--- src/rtl/rggen_register_access_sequencer_pkg.sv ---
`default_nettype none
// ============================================================================
// rggen_register_access_sequencer_pkg : response status codes and FSM states
// Revision: 1.0
// ============================================================================
package rggen_register_access_sequencer_pkg;

   localparam logic [1:0] STATUS_OKAY        = 2'b00;
   localparam logic [1:0] STATUS_SLAVE_ERROR = 2'b10;

   typedef enum logic [1:0] {
      STATE_IDLE     = 2'd0,
      STATE_ACCESS   = 2'd1,
      STATE_RESPONSE = 2'd2
   } state_e;

   // Number of byte-offset bits inside one bus word.
   function automatic int unsigned word_shift(input int unsigned bus_width);
      return $clog2(bus_width / 8);
   endfunction

endpackage
`default_nettype wire

--- src/rtl/rggen_address_decoder.sv ---
`default_nettype none
// ============================================================================
// rggen_address_decoder : byte address to one-hot register select plus miss
// Revision: 1.0
// ============================================================================
module rggen_address_decoder #(
   parameter int unsigned ADDRESS_WIDTH = 8,
   parameter int unsigned BASE_ADDRESS  = 0,
   parameter int unsigned REGISTERS     = 4,
   parameter int unsigned WORD_SHIFT    = 2
) (
   input  logic [ADDRESS_WIDTH-1:0] address,
   output logic [REGISTERS-1:0]     hit,
   output logic                     miss
);

   localparam logic [ADDRESS_WIDTH-1:0] BASE = ADDRESS_WIDTH'(BASE_ADDRESS);

   logic                     in_range;
   logic [ADDRESS_WIDTH-1:0] word_index;

   // Below-base addresses would wrap in the subtraction, so gate them out first.
   assign in_range   = address >= BASE;
   assign word_index = (address - BASE) >> WORD_SHIFT;

   always_comb begin
      hit = '0;
      for (int i = 0; i < int'(REGISTERS); i++) begin
         hit[i] = in_range && (word_index == ADDRESS_WIDTH'(i));
      end
   end

   assign miss = ~|hit;

endmodule
`default_nettype wire

--- src/rtl/rggen_register_access_sequencer.sv ---
`default_nettype none
// ============================================================================
// rggen_register_access_sequencer : one host request -> one bit-field strobe
// Revision: 1.0
// ============================================================================
module rggen_register_access_sequencer
   import rggen_register_access_sequencer_pkg::*;
#(
   parameter int unsigned ADDRESS_WIDTH = 8,
   parameter int unsigned BUS_WIDTH     = 32,
   parameter int unsigned REGISTERS     = 4,
   parameter int unsigned BASE_ADDRESS  = 0
) (
   input  logic                           i_clk,
   input  logic                           i_rst_n,
   input  logic                           i_req_valid,
   output logic                           o_req_ready,
   input  logic [ADDRESS_WIDTH-1:0]       i_req_address,
   input  logic                           i_req_write,
   input  logic [BUS_WIDTH-1:0]           i_req_write_data,
   input  logic [BUS_WIDTH/8-1:0]         i_req_strobe,
   output logic                           o_resp_valid,
   input  logic                           i_resp_ready,
   output logic [1:0]                     o_resp_status,
   output logic [BUS_WIDTH-1:0]           o_resp_read_data,
   output logic [REGISTERS-1:0]           o_register_valid,
   output logic [BUS_WIDTH-1:0]           o_register_read_mask,
   output logic [BUS_WIDTH-1:0]           o_register_write_mask,
   output logic [BUS_WIDTH-1:0]           o_register_write_data,
   input  logic [REGISTERS*BUS_WIDTH-1:0] i_register_read_data
);

   localparam int unsigned STROBE_WIDTH = BUS_WIDTH / 8;
   localparam int unsigned WORD_SHIFT   = word_shift(BUS_WIDTH);

   state_e                   state;
   state_e                   state_next;
   logic [ADDRESS_WIDTH-1:0] req_address;
   logic                     req_write;
   logic [BUS_WIDTH-1:0]     req_write_data;
   logic [STROBE_WIDTH-1:0]  req_strobe;
   logic [REGISTERS-1:0]     hit;
   logic                     miss;
   logic [BUS_WIDTH-1:0]     strobe_mask;
   logic [BUS_WIDTH-1:0]     selected_read_data;
   logic                     request_accept;
   logic                     access_active;

   assign request_accept = (state == STATE_IDLE) && i_req_valid;
   assign access_active  = (state == STATE_ACCESS);

   rggen_address_decoder #(
      .ADDRESS_WIDTH (ADDRESS_WIDTH),
      .BASE_ADDRESS  (BASE_ADDRESS),
      .REGISTERS     (REGISTERS),
      .WORD_SHIFT    (WORD_SHIFT)
   ) u_address_decoder (
      .address (req_address),
      .hit     (hit),
      .miss    (miss)
   );

   for (genvar b = 0; b < int'(STROBE_WIDTH); b++) begin : g_strobe_mask
      assign strobe_mask[8*b +: 8] = {8{req_strobe[b]}};
   end

   // Misses leave hit all-zero, so the OR-mux returns zero for them.
   always_comb begin
      selected_read_data = '0;
      for (int i = 0; i < int'(REGISTERS); i++) begin
         if (hit[i]) begin
            selected_read_data = selected_read_data
                               | i_register_read_data[i*BUS_WIDTH +: BUS_WIDTH];
         end
      end
   end

   always_ff @(posedge i_clk or negedge i_rst_n) begin
      if (!i_rst_n) begin
         state <= STATE_IDLE;
      end else begin
         state <= state_next;
      end
   end

   // Bit-field strobes decode from state only; reset therefore drops them at once.
   always_comb begin
      state_next            = state;
      o_req_ready           = 1'b0;
      o_resp_valid          = 1'b0;
      o_register_valid      = '0;
      o_register_read_mask  = '0;
      o_register_write_mask = '0;
      o_register_write_data = '0;
      case (state)
         STATE_IDLE: begin
            o_req_ready = 1'b1;
            if (i_req_valid) begin
               state_next = STATE_ACCESS;
            end
         end
         STATE_ACCESS: begin
            state_next       = STATE_RESPONSE;
            o_register_valid = hit;
            if (!miss) begin
               if (req_write) begin
                  o_register_write_mask = strobe_mask;
                  o_register_write_data = req_write_data;
               end else begin
                  o_register_read_mask = '1;
               end
            end
         end
         STATE_RESPONSE: begin
            o_resp_valid = 1'b1;
            if (i_resp_ready) begin
               state_next = STATE_IDLE;
            end
         end
         default: begin
            state_next = STATE_IDLE;
         end
      endcase
   end

   always_ff @(posedge i_clk or negedge i_rst_n) begin
      if (!i_rst_n) begin
         req_address    <= '0;
         req_write      <= 1'b0;
         req_write_data <= '0;
         req_strobe     <= '0;
      end else if (request_accept) begin
         req_address    <= i_req_address;
         req_write      <= i_req_write;
         req_write_data <= i_req_write_data;
         req_strobe     <= i_req_strobe;
      end
   end

   // Read data is captured in the strobe cycle, before any read side effect lands.
   always_ff @(posedge i_clk or negedge i_rst_n) begin
      if (!i_rst_n) begin
         o_resp_status    <= STATUS_OKAY;
         o_resp_read_data <= '0;
      end else if (access_active) begin
         o_resp_status    <= miss ? STATUS_SLAVE_ERROR : STATUS_OKAY;
         o_resp_read_data <= req_write ? '0 : selected_read_data;
      end
   end

endmodule
`default_nettype wire

--- config.mk ---
export PLATFORM = sky130hd
export DESIGN_NAME = rggen_register_access_sequencer
export DESIGN_NICKNAME = d
export VERILOG_FILES = /design/src/rtl/rggen_register_access_sequencer_pkg.sv /design/src/rtl/rggen_address_decoder.sv /design/src/rtl/rggen_register_access_sequencer.sv
export SDC_FILE = /design/constraint.sdc
export NUM_CORES = 1
export LEC_CHECK = 0
export BUFFER_PORTS_ARGS = -buffer_cell sky130_fd_sc_hd__buf_2
export CORE_AREA = 2 2 122 124
export CTS_CLUSTER_DIAMETER = 30
export DETAILED_ROUTE_END_ITERATION = 6
export DIE_AREA = 0 0 124 126
export MAX_ROUTING_LAYER = met4
export PLACE_DENSITY = 0.7
export SLEW_MARGIN = 10
export SYNTH_ARGS = -nofsm -noshare
export SYNTH_HDL_FRONTEND = slang
export SYNTH_SLANG_ARGS = --single-unit
export TNS_END_PERCENT = 20
--- constraint.sdc ---
create_clock -name i_clk -period 1.6 [get_ports i_clk]
set_input_delay 0.08 -clock i_clk [delete_from_list [all_inputs] [get_ports i_clk]]
set_output_delay 0.08 -clock i_clk [all_outputs]
set_load 0.02 [all_outputs]
-- Yosys cells after proc, flatten, opt, wreduce, memory -nomap -nowiden
Index checks and enable logic that the tools add are counted.
W data, S select, Z words.
- magnitude comparators: 1
- equality and inequality tests: 7
- muxes and demuxes: 21
- bitwise operators: 3
- reduce and logical (&&, ||, !) cells: 9
- operator list (cell ; count):
    $mux W32 ; 14
    $or A32 B32 Y32 ; 3
    $eq A6 B2 Y1 const B ; 2
    $ge A8 B1 Y1 const B ; 1
    $logic_not A8 Y1 ; 1
    $eq A6 B1 Y1 const B ; 1
    $mux W2 ; 3
    $pmux W2 S3 ; 1
    $logic_and A1 B1 Y1 ; 5
    $mux W4 ; 1
    $ne A2 B2 Y1 const B ; 2
    $reduce_or A4 Y1 ; 1
    $eq A2 B1 Y1 const B ; 1
    $eq A2 B2 Y1 const B ; 1
    $logic_not A2 Y1 ; 1
    $mux W1 ; 2
    $reduce_and A2 Y1 ; 1
- flip-flop bits (word level): 81
- input port bits: 177
- output and inout bits: 136
- word-level logic and storage cells: 48

-- Depth between registers and ports, before layout
Gate-level depths: netlist (run 1).
- depth after elaboration: 10
- mapped depth: 6
- mapped depth without buffers: 3

-- Cells and area by module
Synthesis (run 1) repeated with hierarchy kept, for this count alone.
- cells, all modules: 405
- area, all modules: 4370.4 sq um
- modules (own cells, without submodules) (module ; times used ; cells an instance ; area each (sq um) ; seq. area each (sq um)):
    rggen_register_access_sequencer ; 1 ; 398 ; 4320.4 ; 2001.9
    rggen_address_decoder ; 1 ; 7 ; 50.0 ; 0.0

-- Worst setup path before layout (run 1)
Ideal clock, no wire load.
- path kind: flip-flop to output port
- from: reg req_address[7]
- to: out o_register_valid[2]
- arrival: 1.784 ns
- required time: 1.520 ns
- setup slack: -0.264 ns
- stages on the path, launching flop included: 4
- buffers on the path: 0
- cells stage by stage: dfrtp_1 or4_4 or2_2 nor3b_1
- cells in the longest elaborated chain, start to end: 3
- elaborated cells on any way between the ends: 4
- classes of those cells: order compare (1); eq/ne (1); mux (1); reduce/logical (1)
- RTL lines (what ; line ; source):
    start, declared ; rggen_register_access_sequencer.sv:38 ; logic [ADDRESS_WIDTH-1:0] req_address;
    start signal, assigned ; rggen_register_access_sequencer.sv:133 ; req_address <= i_req_address;
    $ge A8 B1 Y1 / $eq A6 B2 Y1 (equally long branches) ; rggen_address_decoder.sv:23, rggen_address_decoder.sv:29 ;
    $logic_and A1 B1 Y1 (*) ; rggen_address_decoder.sv:29 ; hit[i] = in_range && (word_index == ADDRESS_WIDTH'(i));
    $mux W4 (*) ; rggen_register_access_sequencer.sv:95 ; case (state)
    end, declared ; rggen_register_access_sequencer.sv:26 ; output logic [REGISTERS-1:0] o_register_valid,
Mark *: on every way between the ends. The rest lies on a longest branch, timed or not.

-- Final worst setup path (run 1)
- from: reg req_address[5]
- to: out o_register_write_data[14]
- cells in the longest elaborated chain, start to end: 5
- elaborated cells on any way between the ends: 12
- classes of those cells: order compare (1); eq/ne (3); mux (2); reduce/logical (6)
- RTL lines (what ; line ; source):
    $ge A8 B1 Y1, or another cell as far along ; rggen_address_decoder.sv:23 ; assign in_range = address >= BASE;
    $logic_and A1 B1 Y1 ; rggen_address_decoder.sv:29 ;
    $reduce_or A4 Y1 (*) ; rggen_address_decoder.sv:33 ; assign miss = ~|hit;
    $mux W32 (*) ; rggen_register_access_sequencer.sv:105 ; if (!miss) begin
    $mux W32 (*) ; rggen_register_access_sequencer.sv:95 ;
    end, declared ; rggen_register_access_sequencer.sv:29 ; output logic [BUS_WIDTH-1:0] o_register_write_data,
Marks and branches as above.

==> impl_results.html, run 1 <==
<table>
<tr><th>Metric</th><th>Value</th></tr>
<tr><th colspan="2">Run status</th></tr>
<tr><td>Status</td><td>finished with violations</td></tr>
<tr><td>Violated checks</td><td>setup timing</td></tr>
<tr><th colspan="2">Synthesis</th></tr>
<tr><td>Largest family of logic cells by synthesized area</td><td>multiplexers</td></tr>
<tr><td>Post-Synthesis Mean Instance Area</td><td>13.7 um^2</td></tr>
<tr><td>Count leader, synth</td><td>sky130_fd_sc_hd__dfrtp_1</td></tr>
<tr><td>Most frequent cells after synthesis</td><td>sky130_fd_sc_hd__dfrtp_1 (78), sky130_fd_sc_hd__buf_4 (62), sky130_fd_sc_hd__mux2_2 (43), sky130_fd_sc_hd__mux4_2 (32), sky130_fd_sc_hd__a22o_1 (26)</td></tr>
<tr><td>Synth warn</td><td>0</td></tr>
<tr><td>Netlist Area Pre-Place</td><td>4430 um^2</td></tr>
<tr><td>EDFF count, synth</td><td>0</td></tr>
<tr><td>Most area-consuming cells after synthesis</td><td>sky130_fd_sc_hd__dfrtp_1 (44%), sky130_fd_sc_hd__mux4_2 (16%), sky130_fd_sc_hd__mux2_2 (11%)</td></tr>
<tr><td>Multiplexer area fraction after synthesis</td><td>between 20 and 30%</td></tr>
<tr><td>Number of unique standard cell types used by synthesis</td><td>24</td></tr>
<tr><td>Post-synth net total</td><td>500</td></tr>
<tr><td>Number of storage elements in the synthesis netlist</td><td>between 70 and 80</td></tr>
<tr><td>Synth Area in Adders</td><td>0%</td></tr>
<tr><td>Xor/xnor share of the synthesized area</td><td>0%</td></tr>
<tr><td>Most used flip-flop cell after synthesis</td><td>sky130_fd_sc_hd__dfrtp_1</td></tr>
<tr><td>Share of the yosys chip area belonging to registers</td><td>44.0%</td></tr>
<tr><td>Fraction of the mapped netlist area in compound gates</td><td>6.72%</td></tr>
<tr><td>Area fraction of the dominant cell type after synthesis</td><td>44.0%</td></tr>
<tr><td>Number of cells produced by synthesis</td><td>323</td></tr>
<tr><td>Share of synthesized cell area in and, or, nand and nor gates</td><td>8.16%</td></tr>
<tr><td>Largest area contributor in the netlist</td><td>sky130_fd_sc_hd__dfrtp_1</td></tr>
<tr><td>Share of async-settable or async-resettable flops after synthesis</td><td>100%</td></tr>
<tr><th colspan="2">Floorplan</th></tr>
<tr><td>Initial core utilization</td><td>a little under a third</td></tr>
<tr><td>Die Height</td><td>about 130 um</td></tr>
<tr><td>Core region area</td><td>14300 um^2</td></tr>
<tr><td>Number of cell rows</td><td>44</td></tr>
<tr><td>I/O pin count</td><td>313</td></tr>
<tr><td>Full die area</td><td>15600 um^2</td></tr>
<tr><td>Horizontal die dimension</td><td>124 um</td></tr>
<tr><th colspan="2">Route</th></tr>
<tr><td>Count of antenna-violating nets left after detailed routing</td><td>0</td></tr>
<tr><td>Final routed wirelength across all metal layers</td><td>roughly 14 mm</td></tr>
<tr><td>Detailed-route wire length per cell</td><td>16.9 um</td></tr>
<tr><td>Routed via count</td><td>3702</td></tr>
<tr><td>First-pass detailed-route iteration total</td><td>4</td></tr>
<tr><td>Avg Vias per Cell</td><td>between 4 and 5</td></tr>
<tr><td>DR iter-0 viols</td><td>91</td></tr>
<tr><td>DRC violations left</td><td>0</td></tr>
<tr><th colspan="2">Power and ir drop</th></tr>
<tr><td>NetSw</td><td>around 2800 uW</td></tr>
<tr><td>Worst voltage drop across the vdd grid</td><td>0.454 mV</td></tr>
<tr><td>Sw Share</td><td>32.6%</td></tr>
<tr><td>Static leakage</td><td>approximately 0.0035 uW</td></tr>
<tr><td>Part of the power in combinational logic</td><td>43.4%</td></tr>
<tr><td>Share of power burned in registers</td><td>35.3%</td></tr>
<tr><td>Power density of the placed cells</td><td>1260 nW/um^2</td></tr>
<tr><td>Power Internal</td><td>5870 uW</td></tr>
<tr><td>Clock network fraction of design power</td><td>between 20% and 30%</td></tr>
<tr><th colspan="2">Worst setup path</th></tr>
<tr><td>Cell seen most often among critical-path stages</td><td>sky130_fd_sc_hd__buf_6</td></tr>
<tr><td>Crit-path max FO</td><td>9</td></tr>
<tr><td>Reg2reg path depth</td><td>4</td></tr>
<tr><td>Crit path max-delay cell type</td><td>sky130_fd_sc_hd__or4_4</td></tr>
<tr><td>Worst EP arrival</td><td>~2000 ps</td></tr>
<tr><td>Sort of element at the start of the critical path</td><td>flip-flop</td></tr>
<tr><td>Type of the setup path with the least slack</td><td>reg2out</td></tr>
<tr><td>Required time at the worst-slack endpoint</td><td>between 1500 and 2000 ps</td></tr>
<tr><td>Largest stage delay on the critical path</td><td>580 ps</td></tr>
<tr><td>Chain of cells forming the critical path</td><td>or4_4 &gt; nor3_4 &gt; buf_6 &gt; clkbuf_16 &gt; and2_2 &gt; buf_6</td></tr>
<tr><td>Capturing element type of the critical path</td><td>output port</td></tr>
<tr><th colspan="2">Worst hold path</th></tr>
<tr><td>Worst hold path stage count</td><td>3</td></tr>
<tr><td>Classification of the worst-slack hold path</td><td>in2reg</td></tr>
<tr><th colspan="2">Clock network</th></tr>
<tr><td>CTS Root Cell</td><td>sky130_fd_sc_hd__clkbuf_16</td></tr>
<tr><td>Number of buffers on the longest clock path</td><td>2</td></tr>
<tr><td>Cts bufs inserted</td><td>9</td></tr>
<tr><td>Clock Sink Count</td><td>78</td></tr>
<tr><td>Clock transition at the registers of the reported paths</td><td>60 ps</td></tr>
<tr><td>Total number of H-tree levels</td><td>3</td></tr>
<tr><td>Worst-skew pair later-pin latency</td><td>330 ps</td></tr>
<tr><td>TritonCTS clock tree</td><td>done</td></tr>
<tr><th colspan="2">Job</th></tr>
<tr><td>Max-capacitance violation count</td><td>0</td></tr>
<tr><th colspan="2">Placement</th></tr>
<tr><td>DP Area</td><td>about 5800 um^2</td></tr>
<tr><td>Estimated wirelength of the detail-placed design</td><td>about 10 mm</td></tr>
<tr><td>Placer's final routability congestion estimate</td><td>0.825</td></tr>
<tr><td>Buffers added on ports</td><td>309</td></tr>
<tr><th colspan="2">Layout</th></tr>
<tr><td>Final standard cell area without fillers</td><td>6910 um^2</td></tr>
<tr><td>Fraction of final layout cells with drive strength greater than 1</td><td>74.0%</td></tr>
<tr><td>Count of nets after finishing</td><td>797</td></tr>
<tr><td>Number of inserted filler cells in the final layout</td><td>1251</td></tr>
<tr><td>Post-synthesis to final-layout area growth</td><td>56.0%</td></tr>
<tr><th colspan="2">STA</th></tr>
<tr><td>Sum of negative setup slack</td><td>-46970 ps</td></tr>
<tr><td>Unrepaired setup endpoints after global routing</td><td>yes</td></tr>
<tr><td>Number of setup violations in the final report</td><td>132</td></tr>
<tr><td>Post-route fraction of the period consumed by the critical path</td><td>133%</td></tr>
<tr><td>Time the worst path needs with I/O delays and setup</td><td>2140 ps</td></tr>
<tr><td>Achievable clock frequency</td><td>0.468 GHz</td></tr>
<tr><td>Total count of hold-check failures in the final report</td><td>0</td></tr>
<tr><td>Final worst slack</td><td>-536 ps</td></tr>
<tr><td>Post-Route Skew</td><td>4.95 ps</td></tr>
<tr><td>Max Slew Vio Count</td><td>0</td></tr>
<tr><th colspan="2">Global route</th></tr>
<tr><td>Gr usage total</td><td>between 10% and 20%</td></tr>
<tr><td>First-pass GRT wire length</td><td>19.7 mm</td></tr>
<tr><td>Remaining global-route overflow</td><td>0</td></tr>
<tr><td>Vias in the first global route</td><td>about 3700</td></tr>
<tr><td>Pin count of the biggest net entering global routing</td><td>65</td></tr>
<tr><td>Number of antenna violations at the first check in global routing</td><td>2</td></tr>
</table>
-- kinds of logic (layout without fill, tap and decap cells) --
| group | count (synthesis) | after routing |
|---|---|---|
| other cells | 1 | 2 |
| mux | 75 | 75 |
| flops | 78 | 78 |
| buf+inv | 86 | 387 |
| compound gates | 34 | 34 |
| simple gates | 49 | 49 |
-- what timing repair did --
| action | in CTS | in global routing |
|---|---|---|
| pin swaps | 17 | 9 |
| endpoints found under the setup margin | 132 | 132 |
| hold buffers | 45 | 0 |
| buffers inserted | 1 | 0 |
| gates resized for setup | 85 | 25 |
| cloned | 1 | 1 |
| hold endpoints to repair | 80 | 0 |
-- per-stage QoR --
stage	worst slack, ps	total power (uW)	hold WS, ps	utilization, %	instances
floorplan	-252	5690	-216	-	323
finish	-536	8710	178	48.3	809
global placement	-211	6620	73.3	40.6	745
CTS	-560	8790	155	47.6	807
global route	-629	9260	175	48.3	809
detailed placement	-257	6750	85.3	40.6	745
-- critical path: cells and delay by family, from the launching register on --
kind,cells,cell delay [ps]
and+or+nand+nor,3,930
buffers and inverters,3,420
DFF,1,370
-- cell usage in the layout, fill, tap and decap left out --
cell type                       instances
sky130_fd_sc_hd__dfrtp_2                1
sky130_fd_sc_hd__buf_6                 33
sky130_fd_sc_hd__dlygate4sd3_1         45
sky130_fd_sc_hd__buf_16                 1
sky130_fd_sc_hd__and2_1                 4
sky130_fd_sc_hd__a21oi_1                1
sky130_fd_sc_hd__clkbuf_16             10
sky130_fd_sc_hd__inv_1                  3
sky130_fd_sc_hd__mux2_2                43
sky130_fd_sc_hd__nor3b_2                2
sky130_fd_sc_hd__and2_2                18
sky130_fd_sc_hd__and2_4                15
sky130_fd_sc_hd__nand2b_1               1
sky130_fd_sc_hd__buf_4                 38
sky130_fd_sc_hd__o21ai_0                1
sky130_fd_sc_hd__nand2b_2               1
sky130_fd_sc_hd__dfrtp_1               77
sky130_fd_sc_hd__buf_2                244
sky130_fd_sc_hd__diode_2                1
sky130_fd_sc_hd__nor2_1                 2
sky130_fd_sc_hd__a22o_1                26
sky130_fd_sc_hd__nor3_4                 3
sky130_fd_sc_hd__buf_12                 7
sky130_fd_sc_hd__and3_1                 1
sky130_fd_sc_hd__conb_1                 1
sky130_fd_sc_hd__or4_4                  1
sky130_fd_sc_hd__clkinv_4               1
sky130_fd_sc_hd__mux4_2                32
sky130_fd_sc_hd__or2_2                  1
sky130_fd_sc_hd__clkinvlp_4             3
sky130_fd_sc_hd__clkinv_2               1
sky130_fd_sc_hd__a22o_2                 6
sky130_fd_sc_hd__clkbuf_8               1
-- power groups by stage --
stage / logic [uW] / registers (uW) / clock network [uW]
3_5_place_dp: 3670 / 3080 / 0
6_report: 3780 / 3080 / 1850
2_1_floorplan: 2560 / 3120 / 0
4_1_cts: 3790 / 3050 / 1940
5_1_grt: 4060 / 3170 / 2030
3_3_place_gp: 3580 / 3040 / 0
-- metal layers --
metal | GRT usage (%) | vias to the layer above | routed length, um
met5 | - | - | 0
met4 | 4.89 | 0 | 185
met3 | 3.17 | 12 | 929
met2 | 30.8 | 195 | 7470
met1 | 19.4 | 1781 | 5090
li1 | - | 1714 | -
-- path summary, 6_finish.rpt --
check	to	from	slack, ps
min in group asynchronous	req_write_data[11]$_DFFE_PN0P_	i_rst_n	280
max	o_register_write_data[14]	req_address[5]$_DFFE_PN0P_	-540
min	o_resp_read_data[5]$_DFFE_PN0P_	i_register_read_data[69]	180
max reg2reg	o_resp_read_data[26]$_DFFE_PN0P_	req_address[5]$_DFFE_PN0P_	-50
max in group asynchronous	req_address[2]$_DFFE_PN0P_	i_rst_n	680
min reg2reg	req_write_data[24]$_DFFE_PN0P_	req_write_data[24]$_DFFE_PN0P_	500
-- area by class of cell --
class,count,area [um^2],share of cell area [%]
timing repair buffer,369,2520,36.5
sequential,78,1950,28.3
multi-input combinational,159,1920,27.8
clock buffer,10,239,3.46
tap,184,230,3.33
clock inverter,5,36.3,0.525
inverter,3,11.3,0.163
antenna,1,2.50,0.0362
-- state kept, by name (all words and copies together) (netlist names) --
signal / count
o_resp_read_data: 32
req_strobe: 4
req_address: 6
o_resp_status: 1
req_write_data: 32
state: 2
req_write: 1
Note: power is estimated with default switching activity, not from simulation.
==> run 2, diff against run 1 <==
--- a/config.mk
+++ b/config.mk
@@ -6,14 +6,15 @@
 export NUM_CORES = 1
 export LEC_CHECK = 0
 export BUFFER_PORTS_ARGS = -buffer_cell sky130_fd_sc_hd__buf_2
-export CORE_AREA = 2 2 122 124
+export CORE_AREA = 2 2 121 123
 export CTS_CLUSTER_DIAMETER = 30
 export DETAILED_ROUTE_END_ITERATION = 6
-export DIE_AREA = 0 0 124 126
+export DIE_AREA = 0 0 123 125
 export MAX_ROUTING_LAYER = met4
-export PLACE_DENSITY = 0.7
+export PLACE_DENSITY = 0.68
 export SLEW_MARGIN = 10
 export SYNTH_ARGS = -nofsm -noshare
 export SYNTH_HDL_FRONTEND = slang
+export SYNTH_HIERARCHICAL = 1
 export SYNTH_SLANG_ARGS = --single-unit
 export TNS_END_PERCENT = 20
==> constraint.sdc (replaced) <==
create_clock -name i_clk -period 2.6 [get_ports i_clk]
set_input_delay 0.13 -clock i_clk [delete_from_list [all_inputs] [get_ports i_clk]]
set_output_delay 0.13 -clock i_clk [all_outputs]
set_load 0.02 [all_outputs]
==> run 2 against run 1 <==
- the run now ends clean
- count of clock-buffer cells in the layout is 1 higher
- die area is 1.6% lower
- cell count is 3.2% higher
- flip-flop and latch count stayed put
- cell area is 14% lower
- sequential share of layout area is 4.6 points higher
- clock skew is 2.4 ps higher
- register-to-register slack better by 430 ps
- clock power is 33% lower
- utilization is 6.4 points lower
- total power is 45% lower
- non-clock buffer count is 43 lower
- critical endpoint is now o_register_valid[2]
- highest routed layer unchanged
==> impl_results.html, run 2 <==
<table>
<tr><th>Metric</th><th>Value</th></tr>
<tr><th colspan="2">Layout</th></tr>
<tr><td>Fraction of final layout cells with drive strength greater than 1</td><td>59.8%</td></tr>
<tr><td>Antenna fix cells</td><td>0</td></tr>
<tr><td>Registers with the most flip-flops</td><td>o_resp_read_data: 32 flops, req_write_data: 32 flops, req_address: 6 flops</td></tr>
<tr><td>Post-synthesis to final-layout area growth</td><td>38.3%</td></tr>
<tr><td>Most common cell after layout, fill and taps aside</td><td>sky130_fd_sc_hd__buf_2</td></tr>
<tr><td>Count of nets after finishing</td><td>823</td></tr>
<tr><td>Commonest cells after routing, fill and taps aside</td><td>sky130_fd_sc_hd__buf_2 (308), sky130_fd_sc_hd__dfrtp_1 (78), sky130_fd_sc_hd__mux2_2 (43)</td></tr>
<tr><th colspan="2">STA</th></tr>
<tr><td>Max Slew Vio Count</td><td>0</td></tr>
<tr><td>Total count of hold-check failures in the final report</td><td>0</td></tr>
<tr><td>Post-route fraction of the period consumed by the critical path</td><td>a little over nine tenths</td></tr>
<tr><td>Pin slew with the least headroom to its limit</td><td>981 ps</td></tr>
<tr><td>Post-Route Skew</td><td>about 7.4 ps</td></tr>
<tr><td>Worst slew margin</td><td>between 30% and 40%</td></tr>
<tr><td>Unrepaired setup endpoints after global routing</td><td>no</td></tr>
<tr><td>Number of setup violations in the final report</td><td>0</td></tr>
<tr><td>Sum of negative setup slack</td><td>0 ps</td></tr>
<tr><td>Time the worst path needs with I/O delays and setup</td><td>2500 ps</td></tr>
<tr><td>Achievable clock frequency</td><td>0.400 GHz</td></tr>
<tr><th colspan="2">Route</th></tr>
<tr><td>Post-route met1 wirelength</td><td>~4.6 mm</td></tr>
<tr><td>Length of routed met2 wiring</td><td>between 6 and 7 mm</td></tr>
<tr><td>Routed wire length on met3</td><td>slightly above 900 um</td></tr>
<tr><td>Avg Vias per Cell</td><td>roughly 4.6</td></tr>
<tr><td>First-pass detailed-route iteration total</td><td>4</td></tr>
<tr><td>DR iter-0 viols</td><td>slightly below 90</td></tr>
<tr><td>Detailed-route wire length per cell</td><td>14.6 um</td></tr>
<tr><td>Top routing layer in use</td><td>met4</td></tr>
<tr><td>Routed via count</td><td>3877</td></tr>
<tr><td>DRC violations left</td><td>0</td></tr>
<tr><td>Count of antenna-violating nets left after detailed routing</td><td>0</td></tr>
<tr><td>Final routed wirelength across all metal layers</td><td>12.2 mm</td></tr>
<tr><th colspan="2">Floorplan</th></tr>
<tr><td>Die Height</td><td>125 um</td></tr>
<tr><td>Full die area</td><td>roughly 15000 um^2</td></tr>
<tr><td>Core region area</td><td>between 10000 and 15000 um^2</td></tr>
<tr><td>I/O pin count</td><td>313</td></tr>
<tr><td>Initial core utilization</td><td>30.3%</td></tr>
<tr><td>Number of cell rows</td><td>44</td></tr>
<tr><td>Horizontal die dimension</td><td>between 100 and 150 um</td></tr>
<tr><th colspan="2">Worst hold path</th></tr>
<tr><td>WHS Endpoint</td><td>req_write_data[20]$_DFFE_PN0P_</td></tr>
<tr><td>Classification of the worst-slack hold path</td><td>in2reg</td></tr>
<tr><td>Startpoint of the tightest hold check path</td><td>i_req_write_data[20]</td></tr>
<tr><td>Worst hold path stage count</td><td>2</td></tr>
<tr><th colspan="2">Global route</th></tr>
<tr><td>Pin count of the biggest net entering global routing</td><td>a little under 80</td></tr>
<tr><td>Vias in the first global route</td><td>3641</td></tr>
<tr><td>First-pass GRT wire length</td><td>18.3 mm</td></tr>
<tr><td>Gr usage total</td><td>15.8%</td></tr>
<tr><td>Number of antenna violations at the first check in global routing</td><td>1</td></tr>
<tr><td>Remaining global-route overflow</td><td>0</td></tr>
<tr><th colspan="2">Synthesis</th></tr>
<tr><td>Synth warn</td><td>6</td></tr>
<tr><td>Post-synth net total</td><td>578</td></tr>
<tr><td>Number of cells produced by synthesis</td><td>401</td></tr>
<tr><td>Netlist Area Pre-Place</td><td>4300 um^2</td></tr>
<tr><td>Post-Synthesis Mean Instance Area</td><td>10.7 um^2</td></tr>
<tr><th colspan="2">Placement</th></tr>
<tr><td>Buffers added on ports</td><td>309</td></tr>
<tr><td>Placer's final routability congestion estimate</td><td>~0.81</td></tr>
<tr><td>Estimated wirelength of the detail-placed design</td><td>9.42 mm</td></tr>
<tr><th colspan="2">Worst setup path</th></tr>
<tr><td>Start of the worst register-to-register path</td><td>req_address[7]$_DFFE_PN0P_</td></tr>
<tr><td>Worst reg2reg endpoint</td><td>o_resp_read_data[18]$_DFFE_PN0P_</td></tr>
<tr><td>Worst setup slack for register-to-register paths</td><td>380 ps</td></tr>
<tr><td>Capturing element type of the critical path</td><td>output port</td></tr>
<tr><td>Chain of cells forming the critical path</td><td>or4_1 &gt; buf_4 &gt; nor3b_4 &gt; buf_12 &gt; and2_1 &gt; buf_2</td></tr>
<tr><td>Crit path max-delay cell type</td><td>sky130_fd_sc_hd__or4_1</td></tr>
<tr><td>Largest delay share family, worst path</td><td>simple AND/OR/NAND/NOR gates</td></tr>
<tr><td>Type of the setup path with the least slack</td><td>reg2out</td></tr>
<tr><td>Largest stage delay on the critical path</td><td>650 ps</td></tr>
<tr><td>Worst EP arrival</td><td>2370 ps</td></tr>
<tr><td>Buf/Inv on CP</td><td>3</td></tr>
<tr><td>Crit-path max FO</td><td>33</td></tr>
<tr><td>Required time at the worst-slack endpoint</td><td>2470 ps</td></tr>
<tr><td>Sort of element at the start of the critical path</td><td>flip-flop</td></tr>
<tr><td>Reg2reg path depth</td><td>7</td></tr>
<tr><th colspan="2">Clock network</th></tr>
<tr><td>TritonCTS clock tree</td><td>done</td></tr>
<tr><td>Worst-skew pair later-pin latency</td><td>340 ps</td></tr>
<tr><td>Total number of H-tree levels</td><td>3</td></tr>
<tr><td>Number of gates resized after CTS</td><td>0</td></tr>
<tr><td>Cts bufs inserted</td><td>9</td></tr>
<tr><td>Clock Sink Count</td><td>78</td></tr>
<tr><td>Number of buffers on the longest clock path</td><td>2</td></tr>
<tr><td>Clock transition at the registers of the reported paths</td><td>60 ps</td></tr>
<tr><td>CTS Root Cell</td><td>sky130_fd_sc_hd__clkbuf_16</td></tr>
<tr><th colspan="2">Power and ir drop</th></tr>
<tr><td>Worst voltage drop across the vdd grid</td><td>0.316 mV</td></tr>
<tr><td>Static leakage</td><td>roughly 0.0032 uW</td></tr>
<tr><td>Power Total</td><td>4750 uW</td></tr>
<tr><td>Power density of the placed cells</td><td>799 nW/um^2</td></tr>
<tr><th colspan="2">Job</th></tr>
<tr><td>Max-capacitance violation count</td><td>0</td></tr>
<tr><th colspan="2">Run status</th></tr>
<tr><td>Status</td><td>finished, final reports clean</td></tr>
</table>
## run 2: per-layer routing
layer	track usage, %	up-vias
met3	3.33	15
met5	-	-
met4	6.68	0
met2	28.0	190
li1	-	1863
met1	16.9	1809
## run 2: layout make-up
| type | count | area [um^2] |
|---|---|---|
| Sequential cell | 78 | 1950 |
| Multi-Input combinational cell | 230 | 1740 |
| Fill cell | 1411 | 8260 |
| Clock buffer | 11 | 233 |
| Timing Repair Buffer | 326 | 1730 |
| Inverter | 1 | 3.75 |
| Clock inverter | 5 | 58.8 |
| Tap cell | 184 | 230 |
## run 2: how the worst max path moves through the flow
stage	startpoint	endpoint	slack, ps	cells past startpoint
2_1_floorplan	req_address[7]$_DFFE_PN0P_	o_register_read_mask[10]	330	4
3_3_place_gp	req_address[7]$_DFFE_PN0P_	o_register_write_mask[21]	430	4
3_5_place_dp	req_address[7]$_DFFE_PN0P_	o_resp_read_data[18]$_DFFE_PN0P_	410	7
4_1_cts	req_address[7]$_DFFE_PN0P_	o_register_write_mask[21]	70	4
5_1_grt	req_address[7]$_DFFE_PN0P_	o_register_valid[2]	40	6
6_report	req_address[7]$_DFFE_PN0P_	o_register_valid[2]	100	6
## run 2: power by group
| part | internal, uW | switching, uW |
|---|---|---|
| clock network | 746 | 495 |
| registers | 1660 | 233 |
| logic | 763 | 846 |
## run 2: repair_timing
action                                  CTS  global route
buffers inserted                          0             1
hold endpoints to repair                  9             0
hold buffers                              2             0
endpoints found under the setup margin    0            32
## run 2: worst register-to-register path, delay by kind of cell, from the launching register on
kind	cells	cell delay [ps]
flops	1	370
buf+inv	2	540
compound gates	3	410
simple gates	2	840
## run 2: through the flow
stage	hold WS [ps]	setup slack (ps)	utilization, %	cell area, um^2	cells
after floorplan	-166	332	-	4310	401
after global placement	324	426	39.5	5610	816
after detailed placement	326	412	39.5	5610	816
after CTS	4.64	73.7	41.7	5920	834
after global routing	13.6	38.8	41.9	5940	835
final	23.9	103	41.9	5940	835
==> run 3, diff against run 2 <==
--- a/config.mk
+++ b/config.mk
@@ -10,7 +10,6 @@
 export CTS_CLUSTER_DIAMETER = 30
 export DETAILED_ROUTE_END_ITERATION = 6
 export DIE_AREA = 0 0 123 125
-export MAX_ROUTING_LAYER = met4
 export PLACE_DENSITY = 0.68
 export SLEW_MARGIN = 10
 export SYNTH_ARGS = -nofsm -noshare
==> run 3 against run 2 <==
- global-route usage shrank 0.45 points
- critical path depth unchanged
- via count increased by 0.26%
- register-to-register slack about the same
- cell area unchanged
- count of clock-buffer cells in the layout is the same
- combinational power about the same
- total power about the same
==> impl_results.html, run 3 (same netlist as run 2, synthesis figures left out) <==
<table>
<tr><th>Metric</th><th>Value</th></tr>
<tr><th colspan="2">Floorplan</th></tr>
<tr><td>Die Height</td><td>approximately 130 um</td></tr>
<tr><td>Core region area</td><td>14200 um^2</td></tr>
<tr><td>Horizontal die dimension</td><td>123 um</td></tr>
<tr><td>I/O pin count</td><td>313</td></tr>
<tr><td>Initial core utilization</td><td>just over 30%</td></tr>
<tr><td>Full die area</td><td>15400 um^2</td></tr>
<tr><td>Number of cell rows</td><td>44</td></tr>
<tr><th colspan="2">Worst setup path</th></tr>
<tr><td>Worst reg2reg endpoint</td><td>o_resp_read_data[18]$_DFFE_PN0P_</td></tr>
<tr><td>Sort of element at the start of the critical path</td><td>flip-flop</td></tr>
<tr><td>Start of the worst register-to-register path</td><td>req_address[7]$_DFFE_PN0P_</td></tr>
<tr><td>Type of the setup path with the least slack</td><td>reg2out</td></tr>
<tr><td>Required time at the worst-slack endpoint</td><td>2470 ps</td></tr>
<tr><td>Destination of the critical timing path</td><td>o_register_valid[2]</td></tr>
<tr><td>Crit-path max FO</td><td>33</td></tr>
<tr><td>Source of the critical timing path</td><td>req_address[7]$_DFFE_PN0P_</td></tr>
<tr><td>Capturing element type of the critical path</td><td>output port</td></tr>
<tr><td>Reg2reg path depth</td><td>7</td></tr>
<tr><td>Worst EP arrival</td><td>2360 ps</td></tr>
<tr><td>Worst setup slack for register-to-register paths</td><td>380 ps</td></tr>
<tr><th colspan="2">STA</th></tr>
<tr><td>Number of setup violations in the final report</td><td>0</td></tr>
<tr><td>Post-route fraction of the period consumed by the critical path</td><td>95.8%</td></tr>
<tr><td>Achievable clock frequency</td><td>0.401 GHz</td></tr>
<tr><td>Pin slew with the least headroom to its limit</td><td>980 ps</td></tr>
<tr><td>Max Slew Vio Count</td><td>0</td></tr>
<tr><td>Unrepaired setup endpoints after global routing</td><td>no</td></tr>
<tr><td>Time the worst path needs with I/O delays and setup</td><td>2490 ps</td></tr>
<tr><td>Sum of negative setup slack</td><td>0 ps</td></tr>
<tr><td>Post-Route Skew</td><td>between 7 and 8 ps</td></tr>
<tr><td>Total count of hold-check failures in the final report</td><td>0</td></tr>
<tr><td>Worst slew margin</td><td>34.7%</td></tr>
<tr><th colspan="2">Layout</th></tr>
<tr><td>Commonest cells after routing, fill and taps aside</td><td>sky130_fd_sc_hd__buf_2 (308), sky130_fd_sc_hd__dfrtp_1 (78), sky130_fd_sc_hd__mux2_2 (43)</td></tr>
<tr><td>Registers with the most flip-flops</td><td>o_resp_read_data: 32 flops, req_write_data: 32 flops, req_address: 6 flops</td></tr>
<tr><td>Fraction of final layout cells with drive strength greater than 1</td><td>59.8%</td></tr>
<tr><td>Most common cell after layout, fill and taps aside</td><td>sky130_fd_sc_hd__buf_2</td></tr>
<tr><td>Number of inserted filler cells in the final layout</td><td>1411</td></tr>
<tr><td>Post-synthesis to final-layout area growth</td><td>38.3%</td></tr>
<tr><td>Final standard cell area without fillers</td><td>5940 um^2</td></tr>
<tr><td>Antenna fix cells</td><td>0</td></tr>
<tr><td>Count of nets after finishing</td><td>823</td></tr>
<tr><th colspan="2">Route</th></tr>
<tr><td>DRC violations left</td><td>0</td></tr>
<tr><td>First-pass detailed-route iteration total</td><td>4</td></tr>
<tr><td>DR iter-0 viols</td><td>90</td></tr>
<tr><td>Final routed wirelength across all metal layers</td><td>12.2 mm</td></tr>
<tr><td>Count of antenna-violating nets left after detailed routing</td><td>0</td></tr>
<tr><td>Avg Vias per Cell</td><td>4.66</td></tr>
<tr><td>Routed via count</td><td>3887</td></tr>
<tr><td>Detailed-route wire length per cell</td><td>14.6 um</td></tr>
<tr><th colspan="2">Global route</th></tr>
<tr><td>Gr usage total</td><td>15.4%</td></tr>
<tr><td>Met1 usage</td><td>16.7%</td></tr>
<tr><td>Vias in the first global route</td><td>3648</td></tr>
<tr><td>Global-route met3 utilization</td><td>roughly 3.7%</td></tr>
<tr><td>Remaining global-route overflow</td><td>0</td></tr>
<tr><td>Met2 Resource Use GR</td><td>28.1%</td></tr>
<tr><td>Number of antenna violations at the first check in global routing</td><td>1</td></tr>
<tr><td>First-pass GRT wire length</td><td>approximately 18 mm</td></tr>
<tr><td>Most congested layer reported by global routing</td><td>met2</td></tr>
<tr><td>Pin count of the biggest net entering global routing</td><td>79</td></tr>
<tr><th colspan="2">Clock network</th></tr>
<tr><td>TritonCTS clock tree</td><td>done</td></tr>
<tr><td>Clock transition at the registers of the reported paths</td><td>about 60 ps</td></tr>
<tr><td>Number of gates resized after CTS</td><td>0</td></tr>
<tr><td>Total number of H-tree levels</td><td>3</td></tr>
<tr><td>Worst-skew pair later-pin latency</td><td>between 300 and 400 ps</td></tr>
<tr><td>CTS Root Cell</td><td>sky130_fd_sc_hd__clkbuf_16</td></tr>
<tr><td>Clock Sink Count</td><td>just under 80</td></tr>
<tr><td>Cts bufs inserted</td><td>9</td></tr>
<tr><td>Number of buffers on the longest clock path</td><td>2</td></tr>
<tr><th colspan="2">Job</th></tr>
<tr><td>Max-capacitance violation count</td><td>0</td></tr>
<tr><th colspan="2">Placement</th></tr>
<tr><td>Estimated wirelength of the detail-placed design</td><td>9.42 mm</td></tr>
<tr><td>Placer's final routability congestion estimate</td><td>0.802</td></tr>
<tr><td>Buffers added on ports</td><td>309</td></tr>
<tr><td>DP Area</td><td>5610 um^2</td></tr>
<tr><th colspan="2">Run status</th></tr>
<tr><td>Status</td><td>finished, final reports clean</td></tr>
<tr><th colspan="2">Power and ir drop</th></tr>
<tr><td>Worst voltage drop across the vdd grid</td><td>0.316 mV</td></tr>
<tr><td>Power density of the placed cells</td><td>799 nW/um^2</td></tr>
<tr><td>Static leakage</td><td>0.00319 uW</td></tr>
<tr><th colspan="2">Worst hold path</th></tr>
<tr><td>Classification of the worst-slack hold path</td><td>in2reg</td></tr>
</table>
-- run 3: cell counts in the layout (fill, tap and decap cells not counted) --
No cell type changed its count.
-- run 3: stage by stage --
| stage | worst slack [ps] | utilization, % | cells | hold slack (ps) | total power (uW) |
|---|---|---|---|---|---|
| after floorplan | 332 | - | 401 | -166 | 3020 |
| after global placement | 426 | 39.5 | 816 | 324 | 3510 |
| after detailed placement | 412 | 39.5 | 816 | 326 | 3570 |
| after CTS | 73.7 | 41.7 | 834 | 4.64 | 4840 |
| after global routing | 38.2 | 41.9 | 835 | 12.0 | 5070 |
| final | 108 | 41.9 | 835 | 23.5 | 4750 |
-- run 3: layout make-up --
type	count	area, um^2	area share [%]
flip-flops and latches	78	1950	32.8
clock inverters	5	58.8	0.989
clock buffers	11	233	3.91
inverters	1	3.75	0.0631
multi-input cells	230	1740	29.2
repair buffers	326	1730	29.1
well taps	184	230	3.87
-- run 3: where the power goes --
part	internal [uW]	switching, uW	total, uW	leakage (uW)
Combinational	763	847	1610	0.00207
Clock	746	495	1240	0.000136
Sequential	1660	232	1900	0.000983
-- run 3: how the worst min path moves through the flow --
stage | start | end | slack (ps) | cells after the start
after global routing | i_req_write_data[26] | req_write_data[26]$_DFFE_PN0P_ | 10 | 2
after CTS | i_req_write_data[20] | req_write_data[20]$_DFFE_PN0P_ | 5 | 2
after floorplan | i_rst_n | o_resp_read_data[0]$_DFFE_PN0P_ | -170 | 0
final | i_req_write_data[20] | req_write_data[20]$_DFFE_PN0P_ | 20 | 2
after detailed placement | i_resp_ready | state[1]$_DFFE_PN0P_ | 330 | 2
after global placement | i_resp_ready | state[1]$_DFFE_PN0P_ | 320 | 2
-- run 3: what timing repair did --
action / in CTS / in global routing
endpoints found under the setup margin: 0 / 32
endpoints found under the hold margin: 9 / 0
setup buffers: 0 / 1
hold buffers: 2 / 0
-- run 3: critical path, stage by stage, from the launching register on --
cell	delay (ps)
sky130_fd_sc_hd__dfrtp_1	370
sky130_fd_sc_hd__or4_1	650
sky130_fd_sc_hd__buf_4	240
sky130_fd_sc_hd__nor3b_4	240
sky130_fd_sc_hd__buf_12	220
sky130_fd_sc_hd__and2_1	140
sky130_fd_sc_hd__buf_2	160
-- run 3: metal layers --
metal	wire length, um	share of wire [%]
met1	4510	37
met5	0	0
met4	307	2.5
met3	1040	8.5
met2	6320	52
